<file path="config.mk">
export PLATFORM = sky130hd
export DESIGN_NAME = bcd_counter_ctrl
export DESIGN_NICKNAME = d
export VERILOG_FILES = /design/src/rtl/bcd_ctrl_pkg.sv /design/src/rtl/bcd_digit_cnt.sv /design/src/rtl/bcd_counter_ctrl.sv
export SDC_FILE = /design/constraint.sdc
export NUM_CORES = 1
export LEC_CHECK = 0
export ABC_CLOCK_PERIOD_IN_PS = 8900
export BUFFER_PORTS_ARGS = -buffer_cell sky130_fd_sc_hd__buf_4
export CORE_UTILIZATION = 50
export CTS_CLUSTER_DIAMETER = 80
export DETAILED_ROUTE_END_ITERATION = 16
export GPL_ROUTABILITY_DRIVEN = 0
export PLACE_DENSITY = 0.7
export SLEW_MARGIN = 20
export SYNTH_ARGS = -nofsm -noshare
export SYNTH_HDL_FRONTEND = slang
export SYNTH_SLANG_ARGS = --single-unit
</file>
<file path="constraint.sdc">
create_clock -name Clk -period 8.9 [get_ports Clk]
set_input_delay 0.445 -clock Clk [delete_from_list [all_inputs] [get_ports Clk]]
set_output_delay 0.445 -clock Clk [all_outputs]
set_load 0.01 [all_outputs]
</file>
<file path="src/rtl/bcd_ctrl_pkg.sv">
//------------------------------------------------------------------------------
// Module   : bcd_ctrl_pkg
// Brief    : Shared state encoding, BCD constants and helpers for the
//            3-digit BCD counter controller.
// Revision : 1.0 - initial release
//------------------------------------------------------------------------------
`default_nettype none

package bcd_ctrl_pkg;

  typedef enum logic [1:0] {
    ST_IDLE  = 2'd0,
    ST_RUN   = 2'd1,
    ST_PAUSE = 2'd2,
    ST_DONE  = 2'd3
  } state_t;

  localparam logic [3:0]  DIGIT_MAX = 4'd9;
  localparam logic [11:0] BCD_ZERO  = 12'h000;

  // True when every nibble of a 3-digit value is a legal decimal digit.
  function automatic logic bcd_valid(input logic [11:0] v);
    return (v[3:0] <= DIGIT_MAX) && (v[7:4] <= DIGIT_MAX) && (v[11:8] <= DIGIT_MAX);
  endfunction

  // Value the digit chain will hold after one increment (999 wraps to 000).
  function automatic logic [11:0] bcd_inc(input logic [11:0] v);
    logic [11:0] r;
    logic        c;
    r = v;
    c = 1'b1;
    for (int i = 0; i < 3; i++) begin
      if (c) begin
        if (r[i*4 +: 4] >= DIGIT_MAX) begin
          r[i*4 +: 4] = 4'd0;
        end else begin
          r[i*4 +: 4] = r[i*4 +: 4] + 4'd1;
          c           = 1'b0;
        end
      end
    end
    return r;
  endfunction

endpackage

`default_nettype wire

</file>
<file path="src/rtl/bcd_digit_cnt.sv">
//------------------------------------------------------------------------------
// Module   : bcd_digit_cnt
// Brief    : One decimal digit (0..9) with increment enable, synchronous
//            load-zero and a carry-out flag marking the terminal digit value.
// Revision : 1.0 - initial release
//------------------------------------------------------------------------------
`default_nettype none

module bcd_digit_cnt
  import bcd_ctrl_pkg::*;
(
  input  logic       clk,
  input  logic       rst_n,
  input  logic       i_zero,
  input  logic       i_en,
  output logic [3:0] o_q,
  output logic       o_co
);

  logic [3:0] r_q;

  // Digit register: zero has priority over increment; 9 rolls over to 0.
  always_ff @(posedge clk) begin
    if (!rst_n) begin
      r_q <= 4'd0;
    end else if (i_zero) begin
      r_q <= 4'd0;
    end else if (i_en) begin
      r_q <= (r_q >= DIGIT_MAX) ? 4'd0 : (r_q + 4'd1);
    end
  end

  assign o_q  = r_q;
  // Carry means "the next increment of this digit ripples into the next one".
  assign o_co = (r_q >= DIGIT_MAX);

endmodule

`default_nettype wire

</file>
<file path="src/rtl/bcd_counter_ctrl.sv">
//------------------------------------------------------------------------------
// Module   : bcd_counter_ctrl
// Brief    : 3-digit BCD counter with prescaled tick, terminal-count compare,
//            single-run / auto-reload modes and start/pause/clear control.
// Revision : 1.0 - initial release
//------------------------------------------------------------------------------
`default_nettype none

module bcd_counter_ctrl
  import bcd_ctrl_pkg::*;
#(
  parameter int DIV_W = 16
) (
  input  logic             Clk,
  input  logic             Rst_n,
  input  logic             start,
  input  logic             pause,
  input  logic             clear,
  input  logic             reload,
  input  logic [DIV_W-1:0] div,
  input  logic [11:0]      target,
  output logic [11:0]      q,
  output logic             cout,
  output logic             hit,
  output logic             done,
  output logic             busy,
  output logic             cfg_err
);

  state_t           r_state;
  state_t           w_state_nxt;
  logic [DIV_W-1:0] r_presc;
  logic [DIV_W-1:0] w_presc_nxt;
  logic [DIV_W-1:0] r_div_l;
  logic [11:0]      r_target_l;
  logic             r_cout;
  logic             r_hit;
  logic             r_done;
  logic             r_busy;
  logic             r_cfg_err;

  logic             w_latch;
  logic             w_zero;
  logic             w_inc;
  logic             w_cout_nxt;
  logic             w_hit_nxt;
  logic             w_cfg_err_nxt;
  logic             w_tick;
  logic             w_target_ok;
  logic [11:0]      w_q;
  logic [11:0]      w_q_inc;
  logic [2:0]       w_co;
  logic [2:0]       w_en;

  assign w_tick      = (r_presc == (r_div_l - DIV_W'(1)));
  assign w_target_ok = bcd_valid(target);
  assign w_q_inc     = bcd_inc(w_q);

  // Command arbitration (clear > pause > start), prescaler and compare.
  always_comb begin
    w_state_nxt   = r_state;
    w_presc_nxt   = r_presc;
    w_latch       = 1'b0;
    w_zero        = 1'b0;
    w_inc         = 1'b0;
    w_cout_nxt    = 1'b0;
    w_hit_nxt     = 1'b0;
    w_cfg_err_nxt = 1'b0;
    if (clear) begin
      w_state_nxt = ST_IDLE;
      w_presc_nxt = '0;
      w_zero      = 1'b1;
    end else if (pause) begin
      // Pause freezes q and the prescaler; it also masks start this cycle.
      if (r_state == ST_RUN) begin
        w_state_nxt = ST_PAUSE;
      end
    end else if (start && ((r_state == ST_IDLE) || (r_state == ST_DONE))) begin
      if (!w_target_ok) begin
        w_cfg_err_nxt = 1'b1;
      end else begin
        w_state_nxt = ST_RUN;
        w_latch     = 1'b1;
        w_zero      = 1'b1;
        w_presc_nxt = '0;
      end
    end else if (start && (r_state == ST_PAUSE)) begin
      w_state_nxt = ST_RUN;
    end else if (r_state == ST_RUN) begin
      if (w_tick) begin
        w_presc_nxt = '0;
        w_inc       = 1'b1;
        // Only a natural 999->000 step can produce zero here.
        w_cout_nxt  = (w_q_inc == BCD_ZERO);
        if (w_q_inc == r_target_l) begin
          w_hit_nxt = 1'b1;
          if (reload) begin
            w_zero = 1'b1;
          end else begin
            w_state_nxt = ST_DONE;
          end
        end
      end else begin
        w_presc_nxt = r_presc + DIV_W'(1);
      end
    end
  end

  // State, prescaler, latched configuration and registered status outputs.
  always_ff @(posedge Clk) begin
    if (!Rst_n) begin
      r_state    <= ST_IDLE;
      r_presc    <= '0;
      r_div_l    <= '0;
      r_target_l <= '0;
      r_cout     <= 1'b0;
      r_hit      <= 1'b0;
      r_done     <= 1'b0;
      r_busy     <= 1'b0;
      r_cfg_err  <= 1'b0;
    end else begin
      r_state   <= w_state_nxt;
      r_presc   <= w_presc_nxt;
      r_cout    <= w_cout_nxt;
      r_hit     <= w_hit_nxt;
      r_done    <= (w_state_nxt == ST_DONE);
      r_busy    <= (w_state_nxt == ST_RUN) || (w_state_nxt == ST_PAUSE);
      r_cfg_err <= w_cfg_err_nxt;
      if (w_latch) begin
        // A divisor of zero behaves as one tick per cycle.
        r_div_l    <= (div == '0) ? DIV_W'(1) : div;
        r_target_l <= target;
      end
    end
  end

  // Ripple-enable chain: a digit advances when all lower digits are at 9.
  assign w_en[0] = w_inc;
  assign w_en[1] = w_inc & w_co[0];
  assign w_en[2] = w_inc & w_co[0] & w_co[1];

  generate
    for (genvar gi = 0; gi < 3; gi++) begin : g_digit
      bcd_digit_cnt u_digit (
        .clk    (Clk),
        .rst_n  (Rst_n),
        .i_zero (w_zero),
        .i_en   (w_en[gi]),
        .o_q    (w_q[gi*4 +: 4]),
        .o_co   (w_co[gi])
      );
    end
  endgenerate

  assign q       = w_q;
  assign cout    = r_cout;
  assign hit     = r_hit;
  assign done    = r_done;
  assign busy    = r_busy;
  assign cfg_err = r_cfg_err;

endmodule

`default_nettype wire

</file>
==> results of run 1 <==
routing by layer:
layer | up-vias | track usage | wire length [um]
met5 | - | 0 | 0
met4 | 0 | 0.07031 | 49
met3 | 6 | 0.03038 | 533
met2 | 115 | 0.3648 | 3987
met1 | 1707 | 0.3545 | 4965
li1 | 1870 | - | -
worst max path at each step:
stage                                                 from              end  slack [ns]  depth (start not counted)
floorplan           g_digit[1].u_digit.o_q[1]$_SDFFE_PP0P_  busy$_SDFF_PN0_        5.74                         12
global placement    g_digit[2].u_digit.o_q[1]$_SDFFE_PP0P_  busy$_SDFF_PN0_        5.54                         12
detailed placement  g_digit[1].u_digit.o_q[1]$_SDFFE_PP0P_  busy$_SDFF_PN0_        5.43                         12
CTS                 g_digit[1].u_digit.o_q[1]$_SDFFE_PP0P_  busy$_SDFF_PN0_        5.40                         12
global route        g_digit[0].u_digit.o_q[0]$_SDFFE_PP0N_  busy$_SDFF_PN0_        5.19                         12
finish              g_digit[1].u_digit.o_q[1]$_SDFFE_PP0P_  busy$_SDFF_PN0_        5.39                         12
cells in the mapped netlist, drive strengths merged, types with 3 or more instances:
master    n  share of area
xnor2    24          0.051
o21ai    22          0.027
clkbuf   15          0.019
o31ai     5         0.0092
or3b      3         0.0076
dfxtp    63           0.31
nand4b    3         0.0064
nand2b    5         0.0076
a21boi   29          0.053
nor4      8          0.015
xor2     22          0.047
nand3    21          0.026
o41ai     5          0.016
mux2i     5          0.012
and2      3         0.0046
nand2    81          0.075
inv      19          0.017
buf      10          0.018
and4      3         0.0070
nand4     6         0.0092
a21oi    18          0.027
and3      9          0.014
o211ai    3         0.0055
nor3     16          0.020
nor2b     9          0.014
or3       5         0.0089
a2111oi   3         0.0079
ha       16          0.049
nor2     44          0.043
a31oi     6         0.0092
sequential cells by signal (all words and copies together) (netlist names):
register	cells
busy	1
cout	1
r_div_l	16
r_target_l	12
cfg_err	1
done	1
hit	1
r_presc	16
g_digit.u_digit.o_q	12
r_state	2
area by class of cell:
| type | count | area share |
|---|---|---|
| Clock buffer | 9 | 0.02673 |
| Sequential cell | 63 | 0.2721 |
| Inverter | 19 | 0.01539 |
| Timing Repair Buffer | 52 | 0.08423 |
| Tap cell | 102 | 0.02754 |
| Clock inverter | 7 | 0.008639 |
| Multi-Input combinational cell | 404 | 0.5653 |
kinds of logic after synthesis:
kind of cell	synth area share
and+or+nand+nor	0.2791
buffers and inverters	0.05405
muxes	0.01496
AOI/OAI and AO/OA	0.1970
adders and majority gates	0.04885
DFF	0.3078
xor gates and xnor gates	0.09832
worst reg2reg max path, cell delays in order (launching register included):
cell       delay, ns
dfxtp_1         0.42
inv_1           0.12
ha_1            0.21
or3b_4          0.40
a21boi_0        0.33
a21oi_1         0.14
xnor2_1         0.17
a2111oi_2       0.31
nand4b_1        0.26
or3_4           0.41
o41ai_2         0.22
ha_1            0.27
and2_1          0.15
cells in the final DEF (no fill, tap or decap), drive strengths merged, types with 6 or more instances in the layout:
cell / netlist / routed
a21boi: 29 / 29
a21oi: 18 / 18
nand3: 21 / 21
buf: 10 / 52
and3: 9 / 9
nor3: 16 / 16
a31oi: 6 / 6
dfxtp: 63 / 63
xnor2: 24 / 24
nor2: 44 / 44
inv: 19 / 19
nor4: 8 / 8
nor2b: 9 / 9
o21ai: 22 / 22
xor2: 22 / 22
clkbuf: 15 / 9
nand2: 81 / 81
ha: 16 / 16
nand4: 6 / 6
power by group through the flow:
stage               sequential [W]  combinational [W]  clock (W)
floorplan                 0.000292          0.0000302          0
global placement          0.000293          0.0000494          0
detailed placement        0.000293          0.0000503          0
CTS                       0.000287          0.0000505   0.000219
global route              0.000287          0.0000561   0.000234
finish                    0.000287          0.0000505   0.000214
through the flow:
step / util / cell area, um2
after floorplan: - / 4098
after global placement: 0.5726 / 4471
after detailed placement: 0.5726 / 4471
after CTS: 0.5936 / 4634
after global routing: 0.5936 / 4634
final: 0.5936 / 4634
==> impl_metrics.yaml, run 1 <==
power_and_ir_drop:
  swShare: 0.2633
  cellLeakagePower_nw: 1.737
  p_per_area_nw_per_um2: 119.0
  comb_power_share: 0.092
  sequentialPowerShare: 0.520
  power_switching_w: 0.0001452
  intPower_w: 0.0004063
  clkPwrFrac: 0.389
  power_w: 0.0005516
  peakVddDrop_uv: 63.70
synth:
  synth_fp_nets: 561
  synth.distinct_cells: 69
  yosys_warnings: 0
  synthFlopType: "dfxtp_1"
  syn_area_um2: 4098
  synth-async-reset-ratio: 0
  synth_enable_flop_cells: 0
  yosysSeqAreaShare: 0.3078
  syn_area_per_cell_um2: 8.019
  synth-seq-cells: 63
  syn_inst: 511
clocking:
  cts_buffers: 9
  tritoncts: "yes"
  clk_pin_slew_ns: 0.07
  worstSkewPairLatency_ns: 0.33
  cts-root-buf: "clkbuf_8"
  postCtsHoldBufs: 0
  cts_setup_buffers: 0
  cts_resized: 0
  htree_levels: 3
  cts_max_path_buffers: 2
  cts_sinks: 63
setup_path:
  cpLargestDelayFamily: "simple AND/OR/NAND/NOR gates"
  arrival_ns: 3.74
  ff2ff_path_depth: 12
  cp_num_buf_inv: 1
  cp.required_ns: 9.13
  cp_cell_sequence: "inv_1 > ha_1 > or3b_4 > a21boi_0 > a21oi_1 > xnor2_1 > a2111oi_2 > nand4b_1 > or3_4 > o41ai_2 > ha_1 > and2_1"
  worstReg2RegEnd: "busy$_SDFF_PN0_"
  worst_setup_path_end_kind: "register"
  critPathMaxStageDelay_ns: 0.42
  cp_common_cell: "ha_1"
  start_kind: "register"
  critPathMaxFanout: 6
  worst_path_max_delay_cell: "dfxtp_1"
  rr_startpoint: "g_digit[1].u_digit.o_q[1]$_SDFFE_PP0P_"
  criticalPathCategory: "register to register"
  rrSetupSlack_ns: 5.39
final_layout:
  nNetsFinal: 599
  num_antenna_cells: 0
  drive_above_1_share: 0.1823
  instances_no_fill: 656
  register_area_um2: 1261
  multi_input_area_um2: 2620
  syn2layout_area_growth_pct: 13.10
  fillerInstances: 747
hold_path:
  min_path_type: "input port to register"
  hold_path.startpoint: "target[0]"
  min_to: "r_target_l[0]$_SDFFE_PN0P_"
  min_path_cells: 3
grt:
  grt_max_degree: 35
  grt_pass1_vias: 3470
  grt.total_usage: 0.2408
  antenna_found_initial: 0
  grt_overflow_total: 0
  grt_pass1_wl_um: 16530
timing:
  fmax_mhz: 285.0
  fin_setup_tns_ns: 0
  post-route-period-util: 0.3943
  fin_crit_ns: 3.509
  finalMaxSlewViolations: 0
  holdWs_ns: 0.3708
  skew_ns: 0.004299
  rsz0062_at_grt: "no"
  slew-limit-headroom: 0.2818
  tightestPinTransition_ns: 1.070
  hold_viol_final: 0
  finalSetupViolations: 0
  finalWorstSetupSlack_ns: 5.391
floorplanning:
  die_h_um: 92.53
  die_area_um2: 8562
  start_util: 0.5248
  rows: 32
  die_w_um: 92.53
  core_um2: 7807
  num_io_pins: 51
placed_design:
  place_ws_ns: 5.426
  dp_cells: 640
  hpwl_um: 7144
  io_buffers: 50
outcome:
  status: "finished, final reports clean"
route:
  vias: 3698
  routed_wl_um: 9536
  ant_nets: 0
  viasPerCell: 5.637
  drt-pass1-iter-count: 4
  drt_iter0_markers: 157
  routedWlPerCell_um: 14.54
  drc: 0
flow_run:
  timing.max_cap.violations: 0
(Power assumes the default switching activity.)
==> run 2: changes to the inputs <==
--- a/config.mk
+++ b/config.mk
@@ -5,7 +5,7 @@
 export SDC_FILE = /design/constraint.sdc
 export NUM_CORES = 1
 export LEC_CHECK = 0
-export ABC_CLOCK_PERIOD_IN_PS = 8900
+export ABC_CLOCK_PERIOD_IN_PS = 3500
 export BUFFER_PORTS_ARGS = -buffer_cell sky130_fd_sc_hd__buf_4
 export CORE_UTILIZATION = 50
 export CTS_CLUSTER_DIAMETER = 80
==> constraint.sdc (replaced) <==
create_clock -name Clk -period 3.5 [get_ports Clk]
set_input_delay 0.175 -clock Clk [delete_from_list [all_inputs] [get_ports Clk]]
set_output_delay 0.175 -clock Clk [all_outputs]
set_load 0.01 [all_outputs]
==> run 2 against run 1 <==
Net effect:
- final cell count rose by 1.4%
- first-iteration DRC count rose by 25%
- critical path depth did not move
- register-to-register slack got worse by 5.3 ns
- sequential power rose to 2.5 times the previous value
- non-clock buffer count rose by 10
- sequential cell count did not move
- maximum frequency rose by 4.1%
- hold slack got worse by 0.26 ns
- critical path type unchanged
- largest cell class unchanged
==> impl_metrics.yaml, run 2 (same netlist as run 1, synthesis figures left out) <==
grt:
  antenna_found_initial: 0
  grt.total_usage: 0.2407
  grt_max_degree: 35
  grt_overflow_total: 0
  grt_pass1_wl_um: 16680
  grt_pass1_vias: 3542
setup_path:
  critPathMaxStageDelay_ns: 0.46
  cp_common_cell: "ha_1"
  worst_setup_path_end_kind: "register"
  criticalPathCategory: "register to register"
  arrival_ns: 3.60
  cp.required_ns: 3.73
  cp_cell_sequence: "inv_1 > ha_1 > or3b_4 > a2111oi_0 > a21oi_1 > xnor2_1 > nor3_1 > nand4b_1 > or3_4 > o41ai_2 > ha_1 > and2_1"
  worst_path_max_delay_cell: "a2111oi_0"
  critPathMaxFanout: 5
  start_kind: "register"
timing:
  fin_setup_tns_ns: 0
  hold_viol_final: 0
  fin_crit_ns: 3.371
  tightestPinTransition_ns: 0.9300
  slew-limit-headroom: 0.3800
  fmax_mhz: 296.6
  skew_ns: 0.008958
  rsz0062_at_grt: "no"
  finalMaxSlewViolations: 0
  finalSetupViolations: 0
  post-route-period-util: 0.9633
final_layout:
  drive_above_1_share: 0.2007
  fin_util: 0.6093
  num_antenna_cells: 0
  syn2layout_area_growth_pct: 16.09
  layout_commonest_cell: "nand2_1"
  reg_top3: "r_div_l x16, r_presc x16"
  final_cell_mix: "80 x nand2_1, 62 x buf_4, 61 x dfxtp_1"
  nNetsFinal: 609
clocking:
  tritoncts: "yes"
  cts_setup_buffers: 0
  postCtsHoldBufs: 0
  cts-root-buf: "clkbuf_8"
  htree_levels: 3
  cts_max_path_buffers: 2
  cts_sinks: 63
  cts_buffers: 9
  clk_pin_slew_ns: 0.07
  worstSkewPairLatency_ns: 0.33
route:
  routed_wl_um: 9795
  ant_nets: 0
  drt-pass1-iter-count: 5
  vias: 3800
  drc: 0
  drt_iter0_markers: 197
  viasPerCell: 5.714
  routedWlPerCell_um: 14.73
hold_path:
  min_path_type: "input port to register"
floorplanning:
  die_area_um2: 8562
  num_io_pins: 51
  die_w_um: 92.53
  rows: 32
  start_util: 0.5248
  core_um2: 7807
  die_h_um: 92.53
power_and_ir_drop:
  peakVddDrop_uv: 175.4
  cellLeakagePower_nw: 1.816
  p_per_area_nw_per_um2: 317.4
flow_run:
  timing.max_cap.violations: 0
placed_design:
  hpwl_um: 7376
  io_buffers: 50
outcome:
  status: "finished, final reports clean"
[run 2: power by group]
part           internal, W  leakage, nW  switching (W)
combinational    0.0000626         1.20      0.0000683
clock             0.000361        0.105       0.000289
sequential        0.000722        0.509     0.00000659
total              0.00115         1.82       0.000364
[run 2: final timing paths]
path	from	to	slack, ns	cells after the start
max	g_digit[1].u_digit.o_q[1]$_SDFFE_PP0P_	busy$_SDFF_PN0_	0.13	12
min	target[0]	r_target_l[0]$_SDFFE_PN0P_	0.11	3
max reg2reg	g_digit[1].u_digit.o_q[1]$_SDFFE_PP0P_	busy$_SDFF_PN0_	0.13	12
min reg2reg	r_target_l[1]$_SDFFE_PN0P_	r_target_l[1]$_SDFFE_PN0P_	0.47	2
[run 2: worst max-delay path: cells and delay by family, from the launching register on]
kind	cells	cell delay, ns
and+or+nand+nor	5	1.41
AOI/OAI and AO/OA	3	0.80
adders and majority gates	2	0.48
DFF	1	0.33
xor gates and xnor gates	1	0.17
buffers and inverters	1	0.08
[run 2: cell type report]
cell class | count | area [um2]
fillers | 731 | 3050
multi-input cells | 404 | 2633
flip-flops and latches | 63 | 1264
repair buffers | 62 | 465.4
clock buffers | 11 | 151.4
well taps | 102 | 127.6
inverters | 19 | 71.32
clock inverters | 4 | 45.04
[run 2: repair_timing]
item	in CTS	in global routing
setup endpoints to repair	0	1
resized for setup	0	5
endpoints found under the hold margin	0	0
[run 2: per-stage QoR]
stage	power, W	instances	worst slack (ns)	hold slack, ns	area (um2)
6_report	0.001510	665	0.1286	0.1074	4757
5_1_grt	0.001568	665	0.003879	0.1016	4757
4_1_cts	0.001521	665	0.07040	0.09316	4742
3_5_place_dp	0.0008758	650	0.1021	0.4447	4546
3_3_place_gp	0.0008731	650	0.2580	0.4394	4546
2_1_floorplan	0.0008205	511	0.3429	0.3172	4098
[run 2: per-layer routing]
layer  vias to the layer above  wire length [um]  GRT usage
met4                         0               122    0.07552
met5                         -                 0          0
met1                      1770              4928     0.3529
met3                        13               564    0.03448
met2                       131              4179     0.3605
li1                       1886                 -          -
